==> src/rtl/multicycle_control_unit_if.sv <==
// rtl/multicycle_control_unit_if.sv - memory handshake and control bundle for the multi-cycle RV32I controller
// The trap signal exists only when ILLEGAL_TRAP_EN is defined.
interface multicycle_control_unit_if #(
  parameter int XLEN     = 32,
  parameter int ALUCTR_W = 5
);
  logic [31:0]         inst;
  logic                imem_ready;
  logic                dmem_ready;
  logic                alu_zero;
  logic                imem_req;
  logic                dmem_req;
  logic                IRWr;
  logic                PCWr;
  logic [1:0]          PCSrc;
  logic                RegWr;
  logic                ALUASrc;
  logic [1:0]          ALUBSrc;
  logic [ALUCTR_W-1:0] ALUCtr;
  logic [2:0]          ExtOp;
  logic [XLEN-1:0]     imm_out;
  logic                Branch;
  logic                MemtoReg;
  logic                MemWr;
  logic [2:0]          MemOp;
  logic                bus_err;
`ifdef ILLEGAL_TRAP_EN
  logic                trap;
`endif

  // Controller side: consumes memory/ALU status, drives requests and datapath controls
  modport master (
    input  inst, imem_ready, dmem_ready, alu_zero,
    output imem_req, dmem_req, IRWr, PCWr, PCSrc, RegWr, ALUASrc, ALUBSrc,
    output ALUCtr, ExtOp, imm_out, Branch, MemtoReg, MemWr, MemOp, bus_err
`ifdef ILLEGAL_TRAP_EN
    , output trap
`endif
  );

  // Datapath/memory side
  modport slave (
    output inst, imem_ready, dmem_ready, alu_zero,
    input  imem_req, dmem_req, IRWr, PCWr, PCSrc, RegWr, ALUASrc, ALUBSrc,
    input  ALUCtr, ExtOp, imm_out, Branch, MemtoReg, MemWr, MemOp, bus_err
`ifdef ILLEGAL_TRAP_EN
    , input trap
`endif
  );
endinterface

==> src/rtl/multicycle_control_unit.sv <==
// rtl/multicycle_control_unit.sv - FETCH/DECODE/EXEC/MEM/WB controller for a multi-cycle RV32I datapath
// Optional feature: ILLEGAL_TRAP_EN (illegal instructions park the FSM in TRAP instead of executing as NOP).
module multicycle_control_unit #(
  parameter int XLEN        = 32,
  parameter int ALUCTR_W    = 5,
  parameter int MEM_TIMEOUT = 15
) (
  input logic                       clk,
  input logic                       rst,
  multicycle_control_unit_if.master io_bus
);

  typedef enum logic [2:0] {
    S_IDLE   = 3'd0,
    S_FETCH  = 3'd1,
    S_DECODE = 3'd2,
    S_EXEC   = 3'd3,
    S_MEM    = 3'd4,
    S_WB     = 3'd5,
    S_TRAP   = 3'd6
  } state_t;

  localparam logic [6:0] OP_LUI    = 7'b0110111;
  localparam logic [6:0] OP_AUIPC  = 7'b0010111;
  localparam logic [6:0] OP_JAL    = 7'b1101111;
  localparam logic [6:0] OP_JALR   = 7'b1100111;
  localparam logic [6:0] OP_BRANCH = 7'b1100011;
  localparam logic [6:0] OP_LOAD   = 7'b0000011;
  localparam logic [6:0] OP_STORE  = 7'b0100011;
  localparam logic [6:0] OP_IMM    = 7'b0010011;
  localparam logic [6:0] OP_REG    = 7'b0110011;

  localparam logic [2:0] EXT_I = 3'b001;
  localparam logic [2:0] EXT_B = 3'b010;
  localparam logic [2:0] EXT_J = 3'b011;
  localparam logic [2:0] EXT_U = 3'b100;
  localparam logic [2:0] EXT_S = 3'b101;

  localparam logic [1:0] PC_SEQ    = 2'b00;
  localparam logic [1:0] PC_BRANCH = 2'b01;
  localparam logic [1:0] PC_JAL    = 2'b10;
  localparam logic [1:0] PC_JALR   = 2'b11;

  localparam logic [7:0] TIMEOUT_LAST = 8'(MEM_TIMEOUT - 1);

  state_t              r_state;
  state_t              w_state_next;
  logic [31:0]         r_ir;
  logic [7:0]          r_cnt;

  // Latched per-instruction control fields, stable from DECODE to the next DECODE
  logic [ALUCTR_W-1:0] r_aluctr;
  logic [2:0]          r_extop;
  logic [2:0]          r_memop;
  logic [XLEN-1:0]     r_imm;
  logic                r_asrc;
  logic [1:0]          r_bsrc;
  logic                r_branch;
  logic                r_load;
  logic                r_store;
  logic                r_jal;
  logic                r_jalr;
  logic                r_illegal;

  // Decoder results from the captured instruction word
  logic [6:0]          w_opcode;
  logic [2:0]          w_funct3;
  logic [6:0]          w_funct7;
  logic [31:0]         w_imm_i, w_imm_s, w_imm_b, w_imm_u, w_imm_j;
  logic [4:0]          w_dec_aluctr;
  logic [2:0]          w_dec_extop;
  logic [2:0]          w_dec_memop;
  logic [31:0]         w_dec_imm;
  logic                w_dec_asrc;
  logic [1:0]          w_dec_bsrc;
  logic                w_dec_branch, w_dec_load, w_dec_store, w_dec_jal, w_dec_jalr;
  logic                w_dec_illegal;

  // Per-state strobes
  logic                w_expire;
  logic                w_imem_req, w_dmem_req, w_irwr, w_pcwr, w_regwr, w_memwr, w_bus_err;
  logic [1:0]          w_pcsrc;

  assign w_opcode = r_ir[6:0];
  assign w_funct3 = r_ir[14:12];
  assign w_funct7 = r_ir[31:25];

  assign w_imm_i = {{20{r_ir[31]}}, r_ir[31:20]};
  assign w_imm_s = {{20{r_ir[31]}}, r_ir[31:25], r_ir[11:7]};
  assign w_imm_b = {{19{r_ir[31]}}, r_ir[31], r_ir[7], r_ir[30:25], r_ir[11:8], 1'b0};
  assign w_imm_u = {r_ir[31:12], 12'b0};
  assign w_imm_j = {{11{r_ir[31]}}, r_ir[31], r_ir[19:12], r_ir[20], r_ir[30:21], 1'b0};

  // The last waiting cycle of a FETCH or MEM handshake window
  assign w_expire = (r_cnt == TIMEOUT_LAST);

  // Decode the captured instruction into control fields; illegal encodings clear everything
  always_comb begin
    w_dec_aluctr  = 5'h00;
    w_dec_extop   = 3'b000;
    w_dec_memop   = 3'b000;
    w_dec_imm     = 32'd0;
    w_dec_asrc    = 1'b0;
    w_dec_bsrc    = 2'b00;
    w_dec_branch  = 1'b0;
    w_dec_load    = 1'b0;
    w_dec_store   = 1'b0;
    w_dec_jal     = 1'b0;
    w_dec_jalr    = 1'b0;
    w_dec_illegal = 1'b0;
    case (w_opcode)
      OP_LUI: begin
        w_dec_aluctr = 5'h10;
        w_dec_extop  = EXT_U;
        w_dec_imm    = w_imm_u;
        w_dec_asrc   = 1'b1;
      end
      OP_AUIPC: begin
        w_dec_extop = EXT_U;
        w_dec_imm   = w_imm_u;
        w_dec_asrc  = 1'b1;
        w_dec_bsrc  = 2'b10;
      end
      OP_JAL: begin
        w_dec_extop = EXT_J;
        w_dec_imm   = w_imm_j;
        w_dec_asrc  = 1'b1;
        w_dec_bsrc  = 2'b10;
        w_dec_jal   = 1'b1;
      end
      OP_JALR: begin
        w_dec_extop   = EXT_I;
        w_dec_imm     = w_imm_i;
        w_dec_bsrc    = 2'b10;
        w_dec_jalr    = 1'b1;
        w_dec_illegal = (w_funct3 != 3'b000);
      end
      OP_BRANCH: begin
        w_dec_extop  = EXT_B;
        w_dec_imm    = w_imm_b;
        w_dec_branch = 1'b1;
        case (w_funct3)
          3'b000:  w_dec_aluctr = 5'h0A;
          3'b001:  w_dec_aluctr = 5'h0B;
          3'b100:  w_dec_aluctr = 5'h0C;
          3'b101:  w_dec_aluctr = 5'h0D;
          3'b110:  w_dec_aluctr = 5'h0E;
          3'b111:  w_dec_aluctr = 5'h0F;
          default: w_dec_illegal = 1'b1;
        endcase
      end
      OP_LOAD: begin
        w_dec_extop = EXT_I;
        w_dec_imm   = w_imm_i;
        w_dec_load  = 1'b1;
        case (w_funct3)
          3'b000:  w_dec_memop = 3'b000;
          3'b001:  w_dec_memop = 3'b001;
          3'b010:  w_dec_memop = 3'b010;
          3'b100:  w_dec_memop = 3'b011;
          3'b101:  w_dec_memop = 3'b100;
          default: w_dec_illegal = 1'b1;
        endcase
      end
      OP_STORE: begin
        w_dec_extop = EXT_S;
        w_dec_imm   = w_imm_s;
        w_dec_store = 1'b1;
        case (w_funct3)
          3'b000:  w_dec_memop = 3'b000;
          3'b001:  w_dec_memop = 3'b001;
          3'b010:  w_dec_memop = 3'b010;
          default: w_dec_illegal = 1'b1;
        endcase
      end
      OP_IMM: begin
        w_dec_extop = EXT_I;
        w_dec_imm   = w_imm_i;
        case (w_funct3)
          3'b001: begin
            w_dec_aluctr  = 5'h01;
            w_dec_illegal = (w_funct7 != 7'h00);
          end
          3'b101: begin
            if (w_funct7 == 7'h00) w_dec_aluctr = 5'h05;
            else if (w_funct7 == 7'h20) w_dec_aluctr = 5'h09;
            else w_dec_illegal = 1'b1;
          end
          default: w_dec_aluctr = {2'b00, w_funct3};
        endcase
      end
      OP_REG: begin
        if (w_funct7 == 7'h00) w_dec_aluctr = {2'b00, w_funct3};
        else if (w_funct7 == 7'h20 && w_funct3 == 3'b000) w_dec_aluctr = 5'h08;
        else if (w_funct7 == 7'h20 && w_funct3 == 3'b101) w_dec_aluctr = 5'h09;
        else w_dec_illegal = 1'b1;
      end
      default: w_dec_illegal = 1'b1;
    endcase
    if (w_dec_illegal) begin
      w_dec_aluctr = 5'h00;
      w_dec_extop  = 3'b000;
      w_dec_memop  = 3'b000;
      w_dec_imm    = 32'd0;
      w_dec_asrc   = 1'b0;
      w_dec_bsrc   = 2'b00;
      w_dec_branch = 1'b0;
      w_dec_load   = 1'b0;
      w_dec_store  = 1'b0;
      w_dec_jal    = 1'b0;
      w_dec_jalr   = 1'b0;
    end
  end

  // Next-state and strobe generation; handshake strobes qualify with ready in the same cycle
  always_comb begin
    w_state_next = r_state;
    w_imem_req   = 1'b0;
    w_dmem_req   = 1'b0;
    w_irwr       = 1'b0;
    w_pcwr       = 1'b0;
    w_pcsrc      = PC_SEQ;
    w_regwr      = 1'b0;
    w_memwr      = 1'b0;
    w_bus_err    = 1'b0;
    case (r_state)
      S_IDLE: w_state_next = S_FETCH;
      S_FETCH: begin
        w_imem_req = 1'b1;
        if (io_bus.imem_ready) begin
          w_irwr       = 1'b1;
          w_state_next = S_DECODE;
        end else if (w_expire) begin
          w_bus_err    = 1'b1;
          w_state_next = S_FETCH;
        end
      end
      S_DECODE: begin
`ifdef ILLEGAL_TRAP_EN
        w_state_next = w_dec_illegal ? S_TRAP : S_EXEC;
`else
        w_state_next = S_EXEC;
`endif
      end
      S_EXEC: begin
        if (r_illegal) begin
          w_pcwr       = 1'b1;
          w_state_next = S_FETCH;
        end else if (r_branch) begin
          w_pcwr       = 1'b1;
          w_pcsrc      = io_bus.alu_zero ? PC_BRANCH : PC_SEQ;
          w_state_next = S_FETCH;
        end else if (r_load || r_store) begin
          w_state_next = S_MEM;
        end else begin
          w_state_next = S_WB;
        end
      end
      S_MEM: begin
        w_dmem_req = 1'b1;
        w_memwr    = r_store;
        if (io_bus.dmem_ready) begin
          if (r_load) begin
            w_state_next = S_WB;
          end else begin
            w_pcwr       = 1'b1;
            w_state_next = S_FETCH;
          end
        end else if (w_expire) begin
          w_bus_err    = 1'b1;
          w_state_next = S_FETCH;
        end
      end
      S_WB: begin
        w_regwr      = 1'b1;
        w_pcwr       = 1'b1;
        w_pcsrc      = r_jal ? PC_JAL : (r_jalr ? PC_JALR : PC_SEQ);
        w_state_next = S_FETCH;
      end
      S_TRAP:  w_state_next = S_TRAP;
      default: w_state_next = S_IDLE;
    endcase
  end

  // State register
  always_ff @(posedge clk or posedge rst) begin
    if (rst) r_state <= S_IDLE;
    else     r_state <= w_state_next;
  end

  // Handshake wait counter: counts while a FETCH/MEM wait continues, clears on any exit or retry
  always_ff @(posedge clk or posedge rst) begin
    if (rst) begin
      r_cnt <= 8'd0;
    end else if ((r_state == S_FETCH || r_state == S_MEM) && w_state_next == r_state && !w_bus_err) begin
      r_cnt <= r_cnt + 8'd1;
    end else begin
      r_cnt <= 8'd0;
    end
  end

  // Capture the instruction word when the fetch handshake completes
  always_ff @(posedge clk or posedge rst) begin
    if (rst)         r_ir <= 32'd0;
    else if (w_irwr) r_ir <= io_bus.inst;
  end

  // Latch decoded control fields at the end of DECODE
  always_ff @(posedge clk or posedge rst) begin
    if (rst) begin
      r_aluctr  <= '0;
      r_extop   <= 3'b000;
      r_memop   <= 3'b000;
      r_imm     <= '0;
      r_asrc    <= 1'b0;
      r_bsrc    <= 2'b00;
      r_branch  <= 1'b0;
      r_load    <= 1'b0;
      r_store   <= 1'b0;
      r_jal     <= 1'b0;
      r_jalr    <= 1'b0;
      r_illegal <= 1'b0;
    end else if (r_state == S_DECODE) begin
      r_aluctr  <= ALUCTR_W'(w_dec_aluctr);
      r_extop   <= w_dec_extop;
      r_memop   <= w_dec_memop;
      r_imm     <= XLEN'($signed(w_dec_imm));
      r_asrc    <= w_dec_asrc;
      r_bsrc    <= w_dec_bsrc;
      r_branch  <= w_dec_branch;
      r_load    <= w_dec_load;
      r_store   <= w_dec_store;
      r_jal     <= w_dec_jal;
      r_jalr    <= w_dec_jalr;
      r_illegal <= w_dec_illegal;
    end
  end

  assign io_bus.imem_req = w_imem_req;
  assign io_bus.dmem_req = w_dmem_req;
  assign io_bus.IRWr     = w_irwr;
  assign io_bus.PCWr     = w_pcwr;
  assign io_bus.PCSrc    = w_pcsrc;
  assign io_bus.RegWr    = w_regwr;
  assign io_bus.MemWr    = w_memwr;
  assign io_bus.bus_err  = w_bus_err;
  assign io_bus.ALUASrc  = r_asrc;
  assign io_bus.ALUBSrc  = r_bsrc;
  assign io_bus.ALUCtr   = r_aluctr;
  assign io_bus.ExtOp    = r_extop;
  assign io_bus.imm_out  = r_imm;
  assign io_bus.Branch   = r_branch;
  assign io_bus.MemtoReg = r_load;
  assign io_bus.MemOp    = r_memop;
`ifdef ILLEGAL_TRAP_EN
  assign io_bus.trap     = (r_state == S_TRAP);
`endif

endmodule

==> src/flat_wrapper.sv <==
// flat-port wrapper written by rule: the top's interface ports become plain ports
module multicycle_control_unit_flat 
#(
  parameter int XLEN        = 32,
  parameter int ALUCTR_W    = 5,
  parameter int MEM_TIMEOUT = 15
)
  (clk, rst, io_bus_inst, io_bus_imem_ready, io_bus_dmem_ready, io_bus_alu_zero, io_bus_imem_req, io_bus_dmem_req, io_bus_IRWr, io_bus_PCWr, io_bus_PCSrc, io_bus_RegWr, io_bus_ALUASrc, io_bus_ALUBSrc, io_bus_ALUCtr, io_bus_ExtOp, io_bus_imm_out, io_bus_Branch, io_bus_MemtoReg, io_bus_MemWr, io_bus_MemOp, io_bus_bus_err);
  multicycle_control_unit_if #(.XLEN(XLEN), .ALUCTR_W(ALUCTR_W)) io_bus_i ();
  input logic clk;
  input logic rst;
  input wire logic [$bits(io_bus_i.inst)-1:0] io_bus_inst;
  input wire logic [$bits(io_bus_i.imem_ready)-1:0] io_bus_imem_ready;
  input wire logic [$bits(io_bus_i.dmem_ready)-1:0] io_bus_dmem_ready;
  input wire logic [$bits(io_bus_i.alu_zero)-1:0] io_bus_alu_zero;
  output wire logic [$bits(io_bus_i.imem_req)-1:0] io_bus_imem_req;
  output wire logic [$bits(io_bus_i.dmem_req)-1:0] io_bus_dmem_req;
  output wire logic [$bits(io_bus_i.IRWr)-1:0] io_bus_IRWr;
  output wire logic [$bits(io_bus_i.PCWr)-1:0] io_bus_PCWr;
  output wire logic [$bits(io_bus_i.PCSrc)-1:0] io_bus_PCSrc;
  output wire logic [$bits(io_bus_i.RegWr)-1:0] io_bus_RegWr;
  output wire logic [$bits(io_bus_i.ALUASrc)-1:0] io_bus_ALUASrc;
  output wire logic [$bits(io_bus_i.ALUBSrc)-1:0] io_bus_ALUBSrc;
  output wire logic [$bits(io_bus_i.ALUCtr)-1:0] io_bus_ALUCtr;
  output wire logic [$bits(io_bus_i.ExtOp)-1:0] io_bus_ExtOp;
  output wire logic [$bits(io_bus_i.imm_out)-1:0] io_bus_imm_out;
  output wire logic [$bits(io_bus_i.Branch)-1:0] io_bus_Branch;
  output wire logic [$bits(io_bus_i.MemtoReg)-1:0] io_bus_MemtoReg;
  output wire logic [$bits(io_bus_i.MemWr)-1:0] io_bus_MemWr;
  output wire logic [$bits(io_bus_i.MemOp)-1:0] io_bus_MemOp;
  output wire logic [$bits(io_bus_i.bus_err)-1:0] io_bus_bus_err;
  assign io_bus_i.inst = io_bus_inst;
  assign io_bus_i.imem_ready = io_bus_imem_ready;
  assign io_bus_i.dmem_ready = io_bus_dmem_ready;
  assign io_bus_i.alu_zero = io_bus_alu_zero;
  assign io_bus_imem_req = io_bus_i.imem_req;
  assign io_bus_dmem_req = io_bus_i.dmem_req;
  assign io_bus_IRWr = io_bus_i.IRWr;
  assign io_bus_PCWr = io_bus_i.PCWr;
  assign io_bus_PCSrc = io_bus_i.PCSrc;
  assign io_bus_RegWr = io_bus_i.RegWr;
  assign io_bus_ALUASrc = io_bus_i.ALUASrc;
  assign io_bus_ALUBSrc = io_bus_i.ALUBSrc;
  assign io_bus_ALUCtr = io_bus_i.ALUCtr;
  assign io_bus_ExtOp = io_bus_i.ExtOp;
  assign io_bus_imm_out = io_bus_i.imm_out;
  assign io_bus_Branch = io_bus_i.Branch;
  assign io_bus_MemtoReg = io_bus_i.MemtoReg;
  assign io_bus_MemWr = io_bus_i.MemWr;
  assign io_bus_MemOp = io_bus_i.MemOp;
  assign io_bus_bus_err = io_bus_i.bus_err;
  multicycle_control_unit #(.XLEN(XLEN), .ALUCTR_W(ALUCTR_W), .MEM_TIMEOUT(MEM_TIMEOUT)) u_core (.clk(clk), .rst(rst), .io_bus(io_bus_i));
endmodule
==> config.mk <==
export PLATFORM = sky130hd
export DESIGN_NAME = multicycle_control_unit_flat
export DESIGN_NICKNAME = d
export VERILOG_FILES = /design/src/rtl/multicycle_control_unit_if.sv /design/src/rtl/multicycle_control_unit.sv /design/src/flat_wrapper.sv
export SDC_FILE = /design/constraint.sdc
export NUM_CORES = 1
export LEC_CHECK = 0
export ABC_AREA = 1
export BUFFER_PORTS_ARGS = -buffer_cell sky130_fd_sc_hd__buf_2
export CAP_MARGIN = 20
export CORE_MARGIN = 5
export CORE_UTILIZATION = 36
export DETAILED_ROUTE_END_ITERATION = 10
export GPL_ROUTABILITY_DRIVEN = 0
export HOLD_SLACK_MARGIN = 0.08
export PLACE_DENSITY = 0.56
export SYNTH_ARGS = -nofsm -noshare
export SYNTH_HDL_FRONTEND = slang
export SYNTH_SLANG_ARGS = --single-unit
==> constraint.sdc <==
create_clock -name clk -period 3.01 [get_ports clk]
set_clock_uncertainty 0.1 [all_clocks]
set_input_delay 0 -clock clk [delete_from_list [all_inputs] [get_ports clk]]
set_output_delay 0 -clock clk [all_outputs]
set_load 0.02 [all_outputs]
==> run_summary.xml <==
<?xml version="1.0" encoding="UTF-8"?>
<metrics>
  <group name="pwr">
    <metric name="irDropWorstVdd" unit="uV">287</metric>
    <metric name="cellLeakagePower" unit="nW">3.33</metric>
    <metric name="powerDensity" unit="nW/um2">689</metric>
  </group>
  <group name="cts">
    <metric name="h-tree-depth" unit="">3</metric>
    <metric name="post_cts.resized_instances" unit="">0</metric>
    <metric name="cts_tree" unit="">yes</metric>
    <metric name="clock-sinks" unit="">94</metric>
    <metric name="clock_tree.buffer_depth" unit="">2</metric>
    <metric name="clk-insertion-delay-late" unit="ps">340</metric>
    <metric name="cts.clk_slew.worst_paths" unit="ps">60</metric>
    <metric name="cts_buffers" unit="">9</metric>
    <metric name="ctsRootBufferMaster" unit="">sky130_fd_sc_hd__clkbuf_16</metric>
  </group>
  <group name="sta">
    <metric name="fin_crit_sh" unit="%">73.4</metric>
    <metric name="setup-violations-final" unit="">0</metric>
    <metric name="final_critical_delay_including_setup_and_external_delays" unit="ps">2210</metric>
    <metric name="worst_pin_slew" unit="ps">507</metric>
    <metric name="max_clock_freq" unit="MHz">453</metric>
    <metric name="slew_headroom" unit="%">65.9</metric>
    <metric name="tns" unit="ps">0</metric>
    <metric name="finalHoldViolCount" unit="">0</metric>
    <metric name="rsz0062_at_grt" unit="">false</metric>
    <metric name="maxSlewViolCount" unit="">0</metric>
    <metric name="layout_setup_ws" unit="ps">801</metric>
  </group>
  <group name="placement">
    <metric name="pre_cts_setup_slack" unit="ps">949</metric>
    <metric name="hpwlAfterDp" unit="mm">9.58</metric>
    <metric name="port-buffer-count" unit="">92</metric>
  </group>
  <group name="synth">
    <metric name="syn_avg_cell_area" unit="um2">7.72</metric>
    <metric name="post_synth_num_cell_types" unit="">36</metric>
    <metric name="postSynthNetCount" unit="">668</metric>
    <metric name="synth_warnings" unit="">0</metric>
    <metric name="synthTopCellsByArea" unit="">sky130_fd_sc_hd__dfrtp_1 (49%), sky130_fd_sc_hd__nand2_1 (20%), sky130_fd_sc_hd__o21ai_0 (3.9%), sky130_fd_sc_hd__inv_1 (3.5%), sky130_fd_sc_hd__nor2_1 (3.3%)</metric>
    <metric name="cell_area_synth" unit="um2">4830</metric>
    <metric name="synth_top_area_share" unit="%">48.7</metric>
    <metric name="synth_top_area_cell" unit="">sky130_fd_sc_hd__dfrtp_1</metric>
    <metric name="synth_seq_area_share" unit="%">48.7</metric>
    <metric name="ys_seq_elements" unit="">94</metric>
    <metric name="postSynthCellCount" unit="">625</metric>
  </group>
  <group name="global_route">
    <metric name="globalRouteOverflowTotal" unit="">0</metric>
    <metric name="grt_max_degree" unit="">95</metric>
    <metric name="vias_in_the_first_global_route" unit="">4260</metric>
    <metric name="grt_pass1_wl" unit="mm">21.8</metric>
    <metric name="number_of_antenna_violations_at_the_first_check_in_global_routing" unit="">0</metric>
    <metric name="groute.usage.overall" unit="%">16.9</metric>
  </group>
  <group name="setup_path">
    <metric name="path_max_fanout" unit="">34</metric>
    <metric name="critical_path_class" unit="">flip-flop to output port</metric>
    <metric name="timing.critical_path.to_type" unit="">output port</metric>
    <metric name="critical_path_arrival" unit="ps">2110</metric>
    <metric name="crit_path_start_kind" unit="">flip-flop</metric>
    <metric name="critPathRequiredTime" unit="ps">2910</metric>
  </group>
  <group name="finish">
    <metric name="antenna-diode-count" unit="">0</metric>
    <metric name="finish.net_count" unit="">791</metric>
    <metric name="drive_above_1_share" unit="%">20.8</metric>
    <metric name="seqCellArea" unit="um2">2350</metric>
    <metric name="n_fill_cell" unit="">1308</metric>
    <metric name="finish.utilization" unit="%">46.3</metric>
    <metric name="area_of_the_multi_input_gates" unit="um2">2150</metric>
    <metric name="area_growth_syn_to_layout" unit="%">26.7</metric>
  </group>
  <group name="route">
    <metric name="route.final.wire_length" unit="mm">13.1</metric>
    <metric name="firstDrtPassIters" unit="">5</metric>
    <metric name="post_route_drc_violation_count" unit="">0</metric>
    <metric name="vias" unit="">4422</metric>
    <metric name="drtAntennaViolNets" unit="">0</metric>
    <metric name="avg_vias_per_cell" unit="">4.76</metric>
    <metric name="drt_iter0_drc" unit="">436</metric>
    <metric name="wl_per_cell" unit="um">14.1</metric>
  </group>
  <group name="floorplanning">
    <metric name="dieArea" unit="um2">15800</metric>
    <metric name="top_level_ports" unit="">94</metric>
    <metric name="die_height" unit="um">126</metric>
    <metric name="standard_cell_rows" unit="">42</metric>
    <metric name="start_util" unit="%">36.6</metric>
    <metric name="chipWidth" unit="um">126</metric>
    <metric name="design.core.area" unit="um2">13200</metric>
  </group>
  <group name="min_path">
    <metric name="worst_hold_path_type" unit="">primary input to asynchronous set/reset pin</metric>
  </group>
  <group name="flow_run">
    <metric name="timing.max_cap.violations" unit="">0</metric>
  </group>
  <group name="run_status">
    <metric name="run_status" unit="">completed</metric>
  </group>
</metrics>
## state kept, by name, indices dropped and copies added, names as in the netlist, 3 cells and up
register               flops
u_core.r_ir               32
u_core.io_bus.MemOp        3
u_core.io_bus.ALUCtr       5
u_core.io_bus.imm_out     32
u_core.io_bus.ExtOp        3
u_core.r_cnt               8
u_core.r_state             3
## what timing repair did
| item | 4_1_cts | 5_1_grt |
|---|---|---|
| endpoints found under the setup margin | 0 | 0 |
| hold buffers | 36 | 0 |
| hold endpoints to repair | 129 | 0 |
| buffers inserted | 0 | 0 |
## per-stage QoR
| stage | instance area [um2] | cells | hold slack, ps | total power [mW] |
|---|---|---|---|---|
| 2_1_floorplan | 4830 | 625 | 9.62 | 2.69 |
| 3_3_place_gp | 5460 | 877 | 53.8 | 3.02 |
| 3_5_place_dp | 5460 | 877 | 57.4 | 3.06 |
| 5_1_grt | 6110 | 929 | 262 | 4.53 |
| 4_1_cts | 6110 | 929 | 238 | 4.26 |
| 6_report | 6110 | 929 | 209 | 4.21 |
## worst paths after layout
check                                     startpoint                        end  slack (ps)  depth (start not counted)
setup / recovery                   u_core.r_state[2]                io_bus_IRWr         800                          5
hold / removal                                   rst  u_core.io_bus.imm_out[29]         210                          4
setup reg to reg                      u_core.r_ir[1]  u_core.io_bus.imm_out[19]         940                          8
hold reg to reg            u_core.io_bus.imm_out[27]  u_core.io_bus.imm_out[27]         380                          2
max in group asynchronous                        rst            u_core.r_ir[31]        2230                          4
min in group clk                     io_bus_alu_zero            io_bus_PCSrc[0]         270                          4
## cell usage in the layout (no fill, tap or decap), drive strengths merged, types with 3 or more instances in the layout
master       netlist  layout
a21oi              3       3
a22oi              4       4
buf               13      98
clkbuf             9      14
clkinv             1       4
dfrtp             94      94
dlygate4sd3        0      36
ha                 6       6
inv               56      55
nand2            262     262
nand3             29      29
nand4             25      25
nor2              53      53
nor3               3       3
o21ai             53      53
xor2               4       4
## synth_stat cells (all sizes together)
cell	number
conb	1
nor3	3
a22oi	4
nand3	29
nand2	262
clkinv	1
dfrtp	94
xor2	4
nor2	53
xnor2	2
inv	56
ha	6
buf	13
o221ai	1
o21ai	53
a21boi	2
clkbuf	9
o211ai	2
a21oi	3
o31ai	1
o311ai	1
nand4	25
## kinds of logic (layout without fill, tap and decap cells)
| family | after synthesis | after routing | share of synthesized area (%) |
|---|---|---|---|
| fa+ha+maj | 6 | 6 | 1.56 |
| buf+inv | 79 | 207 | 6.77 |
| compound gates | 67 | 67 | 8.35 |
| xor+xnor | 6 | 6 | 1.09 |
| other cells | 1 | 1 | 0.0777 |
| flops | 94 | 94 | 48.7 |
| simple gates | 372 | 372 | 33.4 |
## critical path: stages (launching register included)
cell and delay [ps]:
sky130_fd_sc_hd__dfrtp_1 460, sky130_fd_sc_hd__nor3_2 260, sky130_fd_sc_hd__nand2_1 140, sky130_fd_sc_hd__clkinv_1 300
sky130_fd_sc_hd__buf_4 360, sky130_fd_sc_hd__buf_2 230
## metal layers
layer / vias to the layer above / part of all wire (%) / GRT usage, %
li1: 2232 / - / -
met1: 2014 / 49 / 24.9
met2: 153 / 43 / 24.2
met3: 23 / 5.3 / 3.26
met4: 0 / 2.3 / 6.94
met5: - / 0 / 0
## cell type report
| type | count | share of cell area [%] |
|---|---|---|
| tap | 176 | 3.60 |
| timing repair buffer | 134 | 14.4 |
| inverter | 57 | 3.52 |
| sequential | 94 | 38.5 |
| multi-input combinational | 452 | 35.2 |
| clock inverter | 2 | 0.225 |
| clock buffer | 14 | 4.65 |
## power by group
part           switching, mW  total (mW)  internal, mW
clock                  0.473        1.12         0.651
sequential             0.239        1.75          1.51
combinational          0.930        1.34         0.408
No activity file was read; power rests on OpenSTA's default activity.
